[config.mk]
export PLATFORM = sky130hd
export DESIGN_NAME = alu_seq_arbiter
export DESIGN_NICKNAME = d
export VERILOG_FILES = /design/src/rtl/alu_seq_arbiter.sv
export SDC_FILE = /design/constraint.sdc
export NUM_CORES = 1
export LEC_CHECK = 0
export CAP_MARGIN = 10
export CORE_MARGIN = 4
export CORE_UTILIZATION = 48
export DETAILED_ROUTE_END_ITERATION = 10
export MAX_ROUTING_LAYER = met4
export PLACE_DENSITY = 0.86
export SYNTH_ARGS = -nofsm -noshare
export SYNTH_HDL_FRONTEND = slang
export SYNTH_SLANG_ARGS = --single-unit
[constraint.sdc]
create_clock -name Clock -period 4.1 [get_ports Clock]
set_input_delay 1.025 -clock Clock [delete_from_list [all_inputs] [get_ports Clock]]
set_output_delay 1.025 -clock Clock [all_outputs]
set_load 0.005 [all_outputs]
[src/rtl/alu_seq_arbiter.sv]
// rtl/alu_seq_arbiter.sv - round-robin sharing of an 8-bit ALU for 16-bit two-pass operations
module alu_seq_arbiter #(
    parameter bit FIRST_GRANT = 1'b0
) (
    input  logic        Clock,
    input  logic        Reset,
    input  logic        req0,
    input  logic [2:0]  op0,
    input  logic [15:0] a0,
    input  logic [15:0] b0,
    input  logic        req1,
    input  logic [2:0]  op1,
    input  logic [15:0] a1,
    input  logic [15:0] b1,
    output logic        ack0,
    output logic        ack1,
    output logic [15:0] s,
    output logic [2:0]  flags,
    output logic        busy,
    output logic [2:0]  alu_cs,
    output logic [7:0]  alu_a,
    output logic [7:0]  alu_b,
    output logic        alu_cin,
    input  logic [7:0]  alu_s,
    input  logic        alu_zero,
    input  logic        alu_cout
);

    localparam logic [2:0] OP_AD = 3'd0;
    localparam logic [2:0] OP_SB = 3'd1;
    localparam logic [2:0] OP_AN = 3'd2;
    localparam logic [2:0] OP_OR = 3'd3;
    localparam logic [2:0] OP_LS = 3'd4;

    typedef enum logic [1:0] {S_IDLE, S_LOW, S_HIGH, S_DONE} state_t;

    state_t      state;
    logic        last_grant;
    logic        id_q;
    logic [2:0]  op_q;
    logic [15:0] a_q;
    logic [15:0] b_q;
    logic [7:0]  res_lo;
    logic        low_z;

    logic        grant_id;
    logic [2:0]  sel_op;
    logic [15:0] sel_a;
    logic [15:0] sel_b;
    logic [2:0]  sel_cs;
    logic        chain;
    logic        ovf;
    logic        cmp;
    logic [15:0] nxt_s;
    logic [2:0]  nxt_flags;

    // Contended requests go to whoever was not served last.
    assign grant_id = (req0 && req1) ? ~last_grant : req1;
    assign sel_op   = grant_id ? op1 : op0;
    assign sel_a    = grant_id ? a1 : a0;
    assign sel_b    = grant_id ? b1 : b0;
    assign sel_cs   = (sel_op == OP_LS) ? OP_SB : (sel_op > OP_LS) ? OP_AN : sel_op;
    assign chain    = (op_q == OP_AD) || (op_q == OP_SB) || (op_q == OP_LS);

    // Signed less-than from the high-byte difference and its overflow.
    assign ovf = (a_q[15] ^ b_q[15]) & (a_q[15] ^ alu_s[7]);
    assign cmp = alu_s[7] ^ ovf;

    always_comb begin
        nxt_s     = {alu_s, res_lo};
        nxt_flags = {1'b0, low_z & alu_zero,
                     ((op_q == OP_AD) || (op_q == OP_SB)) ? alu_cout : 1'b0};
        if (op_q == OP_LS) begin
            nxt_s     = {15'b0, cmp};
            nxt_flags = {cmp, 2'b00};
        end else if (op_q > OP_LS) begin
            nxt_s     = 16'h0000;
            nxt_flags = 3'b000;
        end
    end

    always_ff @(posedge Clock) begin
        if (!Reset) begin
            state      <= S_IDLE;
            last_grant <= ~FIRST_GRANT;
            id_q       <= 1'b0;
            op_q       <= OP_AN;
            a_q        <= 16'h0000;
            b_q        <= 16'h0000;
            res_lo     <= 8'h00;
            low_z      <= 1'b0;
            ack0       <= 1'b0;
            ack1       <= 1'b0;
            s          <= 16'h0000;
            flags      <= 3'b000;
            busy       <= 1'b0;
            alu_cs     <= OP_AN;
            alu_a      <= 8'h00;
            alu_b      <= 8'h00;
            alu_cin    <= 1'b0;
        end else begin
            ack0 <= 1'b0;
            ack1 <= 1'b0;
            case (state)
                S_IDLE: begin
                    if (req0 || req1) begin
                        id_q       <= grant_id;
                        last_grant <= grant_id;
                        op_q       <= sel_op;
                        a_q        <= sel_a;
                        b_q        <= sel_b;
                        alu_cs     <= sel_cs;
                        alu_a      <= sel_a[7:0];
                        alu_b      <= sel_b[7:0];
                        alu_cin    <= 1'b0;
                        busy       <= 1'b1;
                        state      <= S_LOW;
                    end
                end
                S_LOW: begin
                    res_lo  <= alu_s;
                    low_z   <= alu_zero;
                    alu_a   <= a_q[15:8];
                    alu_b   <= b_q[15:8];
                    alu_cin <= chain & alu_cout;
                    state   <= S_HIGH;
                end
                S_HIGH: begin
                    s       <= nxt_s;
                    flags   <= nxt_flags;
                    ack0    <= ~id_q;
                    ack1    <= id_q;
                    alu_cs  <= OP_AN;
                    alu_a   <= 8'h00;
                    alu_b   <= 8'h00;
                    alu_cin <= 1'b0;
                    state   <= S_DONE;
                end
                default: begin
                    busy  <= 1'b0;
                    state <= S_IDLE;
                end
            endcase
        end
    end

endmodule

==> impl_summary.txt <==
----------------------------------------------------
[Outcome]
  Result of the run ... finished clean

[Floorplanning]
  Die boundary height ... 92.1 µm
  DIE AREA ... 8480 µm²
  Die Span X ... 92.1 µm
  Starting density of the core ... 49.7%
  Core Footprint ... 6830 µm²
  Placement row count ... 30
  Count of boundary I/O pins ... 126

[Power]
  Leakage power summed over all cells ... 1.79 nW
  Net switching share of the total power ... 33.9%
  Clk network pwr share ... 22.0%
  Net Switching ... 0.957 mW
  Combinational cell fraction of total power ... 40.8%
  PD cells ... 578 nW/µm²
  Flop pwr share ... 37.2%
  Overall power ... 2.82 mW
  Internal power summed over all cells ... 1.86 mW
  Peak supply drop ... 281 µV

[STA]
  Max-slew violation total from the final report ... 0
  Final critical delay including setup and external delays ... 2.85 ns
  Final Cycle Share ... 69.4%
  Top achievable clock speed ... 351 MHz
  Setup repair after global routing missed its margin ... false
  Final Hold Slack ... 0.457 ns
  Worst clock skew ... 0.00860 ns
  Rel. slew slack ... 39.1%
  Total negative slack ... 0 ns
  Worst-margin pin slew ... 0.911 ns
  # setup viols final ... 0
  Final hold violation count ... 0

[Yosys]
  Sequential element share of the synthesized area ... 43.6%
  Predominant post-synthesis flop cell ... dfxtp_1
  Net Count, Synth ... 447
  Mapped Cells ... 359
  Post-synth ARST share ... 0%
  Cell area after synthesis ... 3390 µm²
  EDFF count, synth ... 0
  Distinct cell type count of the synthesized netlist ... 37
  Post-synthesis sequential element count ... 74
  Mean instance size in the synthesized netlist ... 9.46 µm²
  Total of warnings raised by yosys ... 0

[Cells and area]
  P&R area growth vs syn ... 43.7%
  Most common cell after layout, fill and taps aside ... clkdlybuf4s50_1
  Layout cells sized above 1 ... 6.96%
  Count of filler cells inserted in the layout ... 532
  Cell Count, Final, Fillers Out ... 570
  Most frequent cells in the layout ... clkdlybuf4s50_1 (125), dfxtp_1 (74), mux2i_1 (46), nor2_1 (38), a21oi_1 (37)
  Post-layout net count ... 557
  Final instance area ... 4880 µm²
  Final antenna diode count ... 0

[Clock tree]
  Htree depth ... 3
  TritonCTS clock tree ... done
  Clk buf depth ... 2
  Clock transition at path regs ... 0.07 ns
  CTS Hold Buffers Added ... 0
  Clk root buf ... clkbuf_8
  Clock buffer count from CTS ... 9
  CTS sink count ... 74
  Cells resized by post-CTS repair ... 0
  Post-CTS setup buffers ... 0
  Latest clock arrival within the worst-skew pair ... 0.35 ns

[Detailed routing]
  Average wire per standard cell ... 16.4 µm
  Via-to-Cell Ratio ... 5.41
  Iteration-0 DRC Markers ... 99
  Wire length reported by the detailed router ... 9.34 mm
  Number of vias after detailed routing ... 3,086
  Remaining DRCs ... 0
  Count of nets left with antenna violations after detail routing ... 0
  Drt first pass iters ... 4

[Critical path]
  Total number of cells along the worst setup path ... 6
  Category of the worst setup path capture point ... flip-flop
  Category of cells accounting for the largest share of critical-path delay ... buffers and inverters
  Startpoint-to-endpoint class of the critical path ... input port to flip-flop
  FF-to-FF path depth ... 5
  Capture point of the critical path ... alu_a[2]$_SDFFE_PN0P_
  Endpoint required time on the critical path ... 4.32 ns
  Start point of the critical path ... req1
  Setup slack, reg-to-reg ... 1.71 ns
  CP Max Fanout ... 34
  Slowest cell delay on critical path ... 0.62 ns
  Slowest CP cell ... clkdlybuf4s50_1
  Element type at the critical path start ... input port
  Worst R2R End ... alu_b[6]$_SDFFE_PN0P_
  Worst EP arrival ... 3.07 ns
  Cell breakdown of the critical path ... clkdlybuf4s50_1 > a21boi_4 > buf_4 > mux2i_1 > a2bb2oi_1 > a21oi_1
  CP Buf/Inv Count ... 2
  RR Startpoint ... state[1]$_SDFFE_PN0N_

[Global route]
  Remaining Overflow, GRT ... 0
  Largest net degree at the start of global routing ... 51
  Wire length of the first global-routing pass ... 14.8 mm
  Total Routing Usage GR ... 22.7%
  Via count of the first global-routing pass ... 3,064
  Number of antenna violations at the first check in global routing ... 0

[Place]
  Number of port buffers ... 125
  HPWL Detailed ... 6.58 mm
  Placer Congestion ... 0.866
  Cell Area, Placed ... 4630 µm²
  Placed cells ... 553

[Flow run]
  Total of max-cap violations ... 0

[Worst hold path]
  Worst min-delay path startpoint ... id_q$_SDFFE_PN0P_
  Worst min-delay path class ... flip-flop to flip-flop

----------------------------------------------------
## per-layer routing
layer / routed length, µm / share of wire [%] / track usage [%]
met4: 74 / 0.79 / 7.92
met3: 673 / 7.2 / 5.66
met2: 4740 / 51 / 39.0
met5: 0 / 0 / -
met1: 3860 / 41 / 25.7
## synthesized netlist by cell type (2+ instances only)
library cell | count | area, µm²
nand2_1 | 7 | 26.3
clkbuf_1 | 22 | 82.6
a211oi_1 | 14 | 105
inv_1 | 4 | 15.0
buf_2 | 4 | 20.0
dfxtp_1 | 74 | 1480
nand3_1 | 3 | 15.0
o21ai_0 | 21 | 105
ha_1 | 4 | 50.1
a31oi_1 | 2 | 12.5
a21oi_1 | 37 | 185
mux2i_1 | 46 | 460
buf_12 | 2 | 40.0
nand3b_1 | 17 | 128
buf_4 | 2 | 15.0
nor2_1 | 39 | 146
mux2_2 | 3 | 33.8
nand2b_1 | 17 | 106
a211oi_2 | 4 | 50.1
nor2b_1 | 3 | 18.8
and3_1 | 3 | 18.8
a2bb2oi_1 | 16 | 140
## cell type report
| cell class | count | area, µm² | area share [%] |
|---|---|---|---|
| Sequential cell | 74 | 1480 | 30.4 |
| Multi-Input combinational cell | 249 | 1730 | 35.5 |
| Inverter | 5 | 18.8 | 0.385 |
| Clock inverter | 6 | 91.3 | 1.87 |
| Timing Repair Buffer | 130 | 1310 | 26.8 |
| Clock buffer | 10 | 128 | 2.62 |
| Tap cell | 96 | 120 | 2.46 |
## worst min path at each step
stage,to,cells after the start
global placement,ack0$_SDFF_PN0_,1
CTS,ack0$_SDFF_PN0_,1
detailed placement,ack0$_SDFF_PN0_,1
global route,ack0$_SDFF_PN0_,1
floorplan,ack0$_SDFF_PN0_,1
finish,ack0$_SDFF_PN0_,1
## per-stage QoR
| step | setup WS (ns) | utilization, % |
|---|---|---|
| 2_1_floorplan | 2.10 | - |
| 3_3_place_gp | 1.01 | 67.8 |
| 3_5_place_dp | 0.917 | 67.8 |
| 4_1_cts | 1.28 | 71.0 |
| 5_1_grt | 1.16 | 71.4 |
| 6_report | 1.25 | 71.4 |
## sequential cells by signal, indices dropped and copies added, names as in the netlist
name and count:
alu_cs 3, a_q 8, last_grant 1, busy 1
b_q 8, id_q 1, op_q 3, alu_a 8
alu_b 8, flags 3, s 16, low_z 1
state 2, res_lo 8, alu_cin 1, ack0 1
ack1 1
## kinds of logic after synthesis
logic type | after synthesis | synth area share (%)
DFF | 74 | 43.6
AOI/OAI and AO/OA | 101 | 19.8
adders and majority gates | 5 | 1.77
buffers and inverters | 36 | 5.53
muxes | 49 | 14.6
and+or+nand+nor | 94 | 14.7
## power by group through the flow
stage	Combinational, mW	Clock (mW)	Sequential [mW]
final	1.15	0.621	1.05
after global routing	1.26	0.664	1.07
after CTS	1.13	0.624	1.05
after detailed placement	1.12	0	1.06
after global placement	1.10	0	1.05
after floorplan	0.732	0	1.02
(Power assumes the default switching activity.)
